--- config.mk ---
export PLATFORM = sky130hd
export DESIGN_NAME = mem_game_ctrl
export DESIGN_NICKNAME = d
export VERILOG_FILES = /design/src/rtl/mem_pkg.sv /design/src/rtl/mem_tick_timer.sv /design/src/rtl/mem_game_ctrl.sv
export SDC_FILE = /design/constraint.sdc
export NUM_CORES = 1
export LEC_CHECK = 0
export BUFFER_PORTS_ARGS = -buffer_cell sky130_fd_sc_hd__buf_2
export CORE_AREA = 2 2 88 90
export CTS_BUF_LIST = sky130_fd_sc_hd__clkbuf_4
export DETAILED_ROUTE_END_ITERATION = 8
export DIE_AREA = 0 0 90 92
export PLACE_DENSITY = 0.93
export SYNTH_ARGS = -nofsm -noshare
export SYNTH_HDL_FRONTEND = slang
export SYNTH_SLANG_ARGS = --single-unit
--- constraint.sdc ---
create_clock -name clk -period 2.89 [get_ports clk]
set_input_delay 0 -clock clk [delete_from_list [all_inputs] [get_ports clk]]
set_output_delay 0 -clock clk [all_outputs]
set_load 0.005 [all_outputs]
--- src/rtl/mem_pkg.sv ---
// Shared types and constants for the matching-pairs game controller.
package mem_pkg;

   localparam int CARD_W  = 4;
   localparam int SCORE_W = 4;

   typedef enum logic [2:0] {
      PICK1   = 3'd0,
      PICK2   = 3'd1,
      COMPARE = 3'd2,
      SHOW    = 3'd3,
      CHECK   = 3'd4,
      SWITCH  = 3'd5,
      DONE    = 3'd6
   } state_t;

   localparam logic [1:0] WIN_NONE = 2'b00;
   localparam logic [1:0] WIN_P0   = 2'b01;
   localparam logic [1:0] WIN_P1   = 2'b10;
   localparam logic [1:0] WIN_TIE  = 2'b11;

   function automatic logic [1:0] winner_of(input logic [SCORE_W-1:0] s0,
                                            input logic [SCORE_W-1:0] s1);
      if (s0 > s1) return WIN_P0;
      if (s1 > s0) return WIN_P1;
      return WIN_TIE;
   endfunction

endpackage

--- src/rtl/mem_tick_timer.sv ---
// Loadable down-counter stepped by the timebase strobe; holds at zero.
module mem_tick_timer #(
   parameter int           W       = 5,
   parameter logic [W-1:0] RST_VAL = '0
) (
   input  logic         clk,
   input  logic         rst,
   input  logic         tick_i,
   input  logic         en_i,
   input  logic         load_i,
   input  logic [W-1:0] load_val_i,
   output logic [W-1:0] value_o,
   output logic         zero_o
);

   logic [W-1:0] value_q, value_d;

   always_comb begin
      value_d = value_q;
      if (load_i)
         value_d = load_val_i;
      else if (en_i && tick_i && (value_q != '0))
         value_d = value_q - 1'b1;
   end

   always_ff @(posedge clk or negedge rst) begin
      if (!rst) value_q <= RST_VAL;
      else      value_q <= value_d;
   end

   assign value_o = value_q;
   assign zero_o  = (value_q == '0);

endmodule

--- src/rtl/mem_game_ctrl.sv ---
// Two-player matching-pairs sequencer: cursor, masks, turn timer, scores, winner.
// Define MEMCTRL_KEEP_TURN_EN to let a player who finds a pair keep the turn.
module mem_game_ctrl
   import mem_pkg::*;
#(
   parameter int N_CARDS    = 16,
   parameter int TURN_TICKS = 15,
   parameter int SHOW_TICKS = 2
) (
   input  logic               clk,
   input  logic               rst,
   input  logic               tick_i,
   input  logic               btn_next_i,
   input  logic               btn_sel_i,
   input  logic [CARD_W-1:0]  card_val_i,
   output logic [3:0]         card_idx_o,
   output logic [3:0]         cursor_o,
   output logic [N_CARDS-1:0] revealed_o,
   output logic [N_CARDS-1:0] matched_o,
   output logic               player_o,
   output logic [SCORE_W-1:0] score0_o,
   output logic [SCORE_W-1:0] score1_o,
   output logic [4:0]         time_left_o,
   output logic [2:0]         state_o,
   output logic               game_over_o,
   output logic [1:0]         winner_o
);

`ifdef MEMCTRL_KEEP_TURN_EN
   localparam bit KEEP_TURN = 1'b1;
`else
   localparam bit KEEP_TURN = 1'b0;
`endif

   state_t               state_q, state_d;
   logic [3:0]           cursor_q, cursor_d;
   logic [N_CARDS-1:0]   revealed_q, revealed_d;
   logic [N_CARDS-1:0]   matched_q, matched_d;
   logic                 player_q, player_d;
   logic [SCORE_W-1:0]   score0_q, score0_d, score1_q, score1_d;
   logic [3:0]           idx1_q, idx1_d, idx2_q, idx2_d;
   logic [CARD_W-1:0]    val1_q, val1_d, val2_q, val2_d;
   logic                 game_over_q, game_over_d;
   logic [1:0]           winner_q, winner_d;

   logic       in_pick, timeout, sel_ok, all_matched, vals_equal;
   logic       turn_zero, turn_load, show_zero;
   logic [4:0] turn_value, show_value;

   assign in_pick     = (state_q == PICK1) || (state_q == PICK2);
   assign timeout     = in_pick && turn_zero;
   // Matched cards stay revealed, so one test covers both "revealed" and "matched".
   assign sel_ok      = in_pick && btn_sel_i && !timeout && !revealed_q[cursor_q];
   assign all_matched = &matched_q;
   assign vals_equal  = (val1_q == val2_q);
   assign turn_load   = (state_q == SWITCH) ||
                        ((state_q == CHECK) && !all_matched && KEEP_TURN);

   mem_tick_timer #(.W(5), .RST_VAL(5'(TURN_TICKS))) u_turn_timer (
      .clk        (clk),
      .rst        (rst),
      .tick_i     (tick_i),
      .en_i       (in_pick),
      .load_i     (turn_load),
      .load_val_i (5'(TURN_TICKS)),
      .value_o    (turn_value),
      .zero_o     (turn_zero)
   );

   mem_tick_timer #(.W(5), .RST_VAL(5'd0)) u_show_timer (
      .clk        (clk),
      .rst        (rst),
      .tick_i     (tick_i),
      .en_i       (state_q == SHOW),
      .load_i     (state_q == COMPARE),
      .load_val_i (5'(SHOW_TICKS)),
      .value_o    (show_value),
      .zero_o     (show_zero)
   );

   always_ff @(posedge clk or negedge rst) begin
      if (!rst) state_q <= PICK1;
      else      state_q <= state_d;
   end

   always_comb begin
      state_d = state_q;
      case (state_q)
         PICK1:   if (timeout) state_d = SWITCH; else if (sel_ok) state_d = PICK2;
         PICK2:   if (timeout) state_d = SWITCH; else if (sel_ok) state_d = COMPARE;
         COMPARE: state_d = vals_equal ? CHECK : SHOW;
         SHOW:    if (show_zero) state_d = SWITCH;
         CHECK:   if (all_matched)    state_d = DONE;
                  else if (KEEP_TURN) state_d = PICK1;
                  else                state_d = SWITCH;
         SWITCH:  state_d = PICK1;
         DONE:    state_d = DONE;
         default: state_d = PICK1;
      endcase
   end

   always_comb begin
      cursor_d    = cursor_q;
      revealed_d  = revealed_q;
      matched_d   = matched_q;
      player_d    = player_q;
      score0_d    = score0_q;
      score1_d    = score1_q;
      idx1_d      = idx1_q;
      idx2_d      = idx2_q;
      val1_d      = val1_q;
      val2_d      = val2_q;
      game_over_d = game_over_q;
      winner_d    = winner_q;

      if (in_pick && btn_next_i && !btn_sel_i)
         cursor_d = (cursor_q == 4'(N_CARDS - 1)) ? 4'd0 : cursor_q + 4'd1;

      case (state_q)
         PICK1: if (sel_ok) begin
            idx1_d               = cursor_q;
            val1_d               = card_val_i;
            revealed_d[cursor_q] = 1'b1;
         end
         PICK2: if (timeout) begin
            revealed_d[idx1_q] = 1'b0;
         end else if (sel_ok) begin
            idx2_d               = cursor_q;
            val2_d               = card_val_i;
            revealed_d[cursor_q] = 1'b1;
         end
         COMPARE: if (vals_equal) begin
            matched_d[idx1_q] = 1'b1;
            matched_d[idx2_q] = 1'b1;
            if (player_q) score1_d = score1_q + 1'b1;
            else          score0_d = score0_q + 1'b1;
         end
         SHOW: if (show_zero) begin
            revealed_d[idx1_q] = 1'b0;
            revealed_d[idx2_q] = 1'b0;
         end
         CHECK: if (all_matched) begin
            game_over_d = 1'b1;
            winner_d    = winner_of(score0_q, score1_q);
         end
         SWITCH:  player_d = ~player_q;
         default: ;
      endcase
   end

   always_ff @(posedge clk or negedge rst) begin
      if (!rst) begin
         cursor_q    <= '0;
         revealed_q  <= '0;
         matched_q   <= '0;
         player_q    <= 1'b0;
         score0_q    <= '0;
         score1_q    <= '0;
         idx1_q      <= '0;
         idx2_q      <= '0;
         val1_q      <= '0;
         val2_q      <= '0;
         game_over_q <= 1'b0;
         winner_q    <= WIN_NONE;
      end else begin
         cursor_q    <= cursor_d;
         revealed_q  <= revealed_d;
         matched_q   <= matched_d;
         player_q    <= player_d;
         score0_q    <= score0_d;
         score1_q    <= score1_d;
         idx1_q      <= idx1_d;
         idx2_q      <= idx2_d;
         val1_q      <= val1_d;
         val2_q      <= val2_d;
         game_over_q <= game_over_d;
         winner_q    <= winner_d;
      end
   end

   assign card_idx_o  = cursor_q;
   assign cursor_o    = cursor_q;
   assign revealed_o  = revealed_q;
   assign matched_o   = matched_q;
   assign player_o    = player_q;
   assign score0_o    = score0_q;
   assign score1_o    = score1_q;
   assign time_left_o = turn_value;
   assign state_o     = state_q;
   assign game_over_o = game_over_q;
   assign winner_o    = winner_q;

endmodule
==> out/results.ini <==
[global_route]
grt_pass1_vias=3318
grtUsageTotal=0.258
grt_start_max_net_pins=40
antenna_found_initial=0
grt_overflow=0
grt_pass1_wl_mm=17.1

[worst_setup_path]
start_kind=register
path_class=register to register
cp-end-kind=register
path_max_fanout=16
required_ns=3.20
reg2reg_depth=5
cp.arrival_ns=2.85

[placed_design]
post-dp-hpwl_mm=7.79
place.gp.congestion=0.946
place.port_buffers=68
dp.cells=557

[sta]
skew_ns=0.0217
rsz0062_at_grt=no
fin_setup_tns_ns=0
worst_slew_pin_slew_ns=0.871
fin_crit_sh=0.879
setup_violations=0
max_slew_margin=0.420
period_needed_ns=2.54
slew_viol_final=0
final-hold-violation-count=0
fmax_mhz=394

[clocking]
tritoncts=built
cts_made_buffers=9
root_buffer=clkbuf_4
htreeDepth=3
cts_buffer_depth=2
clock_latency_ns=0.44
cts_sinks=77
clkTransAtPathRegs_ns=0.13
ctsResizeCount=0

[die]
core_area_mm2=0.00745
boundaryPins=69
die_y_um=92
start_util=0.567
dieArea_mm2=0.00828
rows=32
fp.dieW_um=90

[min_path]
hold_path.class=input pin to register
whs_path_depth=5

[logic_synthesis]
ys_warn_count=0
ys_types=57
synth.avg_cell_area_um2=10.6
syn_inst=400
synth_flop_cell=dfrtp_1
async_flop_share=1.00
synth_edf_count=0
synth_seq_cells=77
syn_area_mm2=0.00422
ys_seq_area_frac=0.457
synthesis.nets=423

[power]
powerDensity_mw_per_mm2=1060
irDropWorstVdd_mv=0.514
p_leak_nw=2.34

[cells_and_area]
nFillCells=587
syn_to_final_growth_pct=14.3
multi_input_area_mm2=0.00214
num_antenna_cells=0
regArea_mm2=0.00193
num-nets-final=495
instances_no_fill=579
drive_gt1_frac=0.262

[drt]
first_pass_iters=7
totalWireLength_mm=10.3
drc_errors=0
drt-initial-drc-count=359
viasPerCell=6.03
final_antenna_net_count=0
wl_per_cell_um=17.9
vias=3491

[run]
max_cap_viol_count=0

[outcome]
outcome=finished, final reports clean

[worst max-delay path, cell delays in order (launching register included)]
cell     delay, ns
dfrtp_1       0.73
mux2_2        0.40
mux4_2        0.53
nor2_2        0.26
o21ai_4       0.16
mux2_4        0.34
[state kept, by name, indices dropped and copies added (netlist names)]
name and cells:
val1_q 4, val2_q 4, game_over_o 1, score0_o 4
idx2_q 4, u_turn_timer.value_o 5, player_o 1, card_idx_o 4
u_show_timer.value_o 5, winner_o 2, state_o 3, matched_o 16
revealed_o 16, score1_o 4, idx1_q 4
[report_power, final]
group          switching, mW  internal (mW)  leakage (nW)
combinational           1.32           1.17          1.28
sequential             0.595           1.49         0.996
clock                  0.388          0.171        0.0607
[placed cells by master, fill, tap and decap left out, drive strengths merged, types with 3 or more instances in the layout]
master       count
o21ai            8
a22oi            5
dlygate4sd3      6
a221o            3
ha              14
xor2             5
dfstp            4
or3              5
o22ai            4
nor4b            4
nor4             3
inv             14
nor2            34
mux2            25
a31oi            8
nor3            11
nand3           10
a21oi           16
clkbuf           9
clkinv           6
xnor2           15
nor2b            9
nand4            9
buf             75
nand2b           8
a22o            12
nand2           31
o31ai            5
dfrtp           73
o21bai          13
a21o             5
[what timing repair did]
action                    in CTS  in global routing
hold buffers                   6                  0
hold endpoints to repair      44                  0
buffers inserted               0                  0
[kinds of logic after synthesis]
family,count (synthesis),synth area share
AND/OR/NAND/NOR,134,0.169
flip-flops,77,0.457
adder cells (fa/ha/maj),14,0.0415
AO/OA/AOI/OAI,93,0.162
multiplexers,28,0.0921
XOR/XNOR,20,0.0415
buffers and inverters,34,0.0364
[cells in the mapped netlist (5+ instances only)]
master    count  share of area
nor2_1       32          0.028
nor2b_1       9          0.013
ha_1         14          0.041
xnor2_1      15          0.031
a22oi_1       5         0.0089
nand2b_1      8          0.012
a31oi_1       8          0.012
nand3_1      10          0.012
o31ai_1       5         0.0089
mux2_2        8          0.021
xor2_1        5          0.010
nor3_1       10          0.012
nand2_1      31          0.028
a22o_1       12          0.025
mux2_4       14          0.050
a21o_1        5         0.0089
inv_1        14          0.012
o21bai_1     13          0.023
dfrtp_1      73           0.43
nand4_1       9          0.013
o21ai_0       6         0.0071
clkbuf_1     12          0.011
or3_1         5         0.0074
a21oi_1      16          0.019
[through the flow]
step	setup WS [ns]	power, mW	cell area, um2	utilization	hold slack [ns]
after floorplan	0.644	3.71	4220	-	-0.296
after global placement	0.497	4.43	4650	0.625	0.151
after detailed placement	0.404	4.53	4650	0.625	0.161
after CTS	0.360	5.09	4820	0.648	0.0337
after global routing	0.258	5.48	4820	0.648	0.0640
final	0.351	5.13	4820	0.648	0.0465
[worst paths after layout]
path                                           startpoint                   endpoint  slack, ns
worst min register to register    game_over_o$_DFFE_PN0P_    game_over_o$_DFFE_PN0P_       0.48
worst max-delay path            card_idx_o[1]$_DFFE_PN0P_      idx1_q[0]$_DFFE_PN0P_       0.35
min in group asynchronous                             rst   matched_o[8]$_DFFE_PN0P_       0.20
worst min-delay path                            btn_sel_i  card_idx_o[1]$_DFFE_PN0P_       0.05
worst max register to register  card_idx_o[1]$_DFFE_PN0P_      idx1_q[0]$_DFFE_PN0P_       0.35
max in group asynchronous                             rst     state_o[2]$_DFFE_PN0P_       1.98
[per-layer routing]
layer	part of all wire	vias up	global-route usage	routed length, um
li1	-	1599	-	-
met1	0.43	1700	0.353	4490
met2	0.48	171	0.406	4930
met3	0.070	21	0.0559	722
met4	0.019	0	0.0974	193
met5	0	-	0	0
[cell type report]
cell class,count,area share
repair buffers,81,0.0965
clock inverters,7,0.00882
well taps,102,0.0265
multi-input cells,289,0.443
inverters,14,0.0109
flip-flops and latches,77,0.400
clock buffers,9,0.0140
No activity file was read; power rests on OpenSTA's default activity.
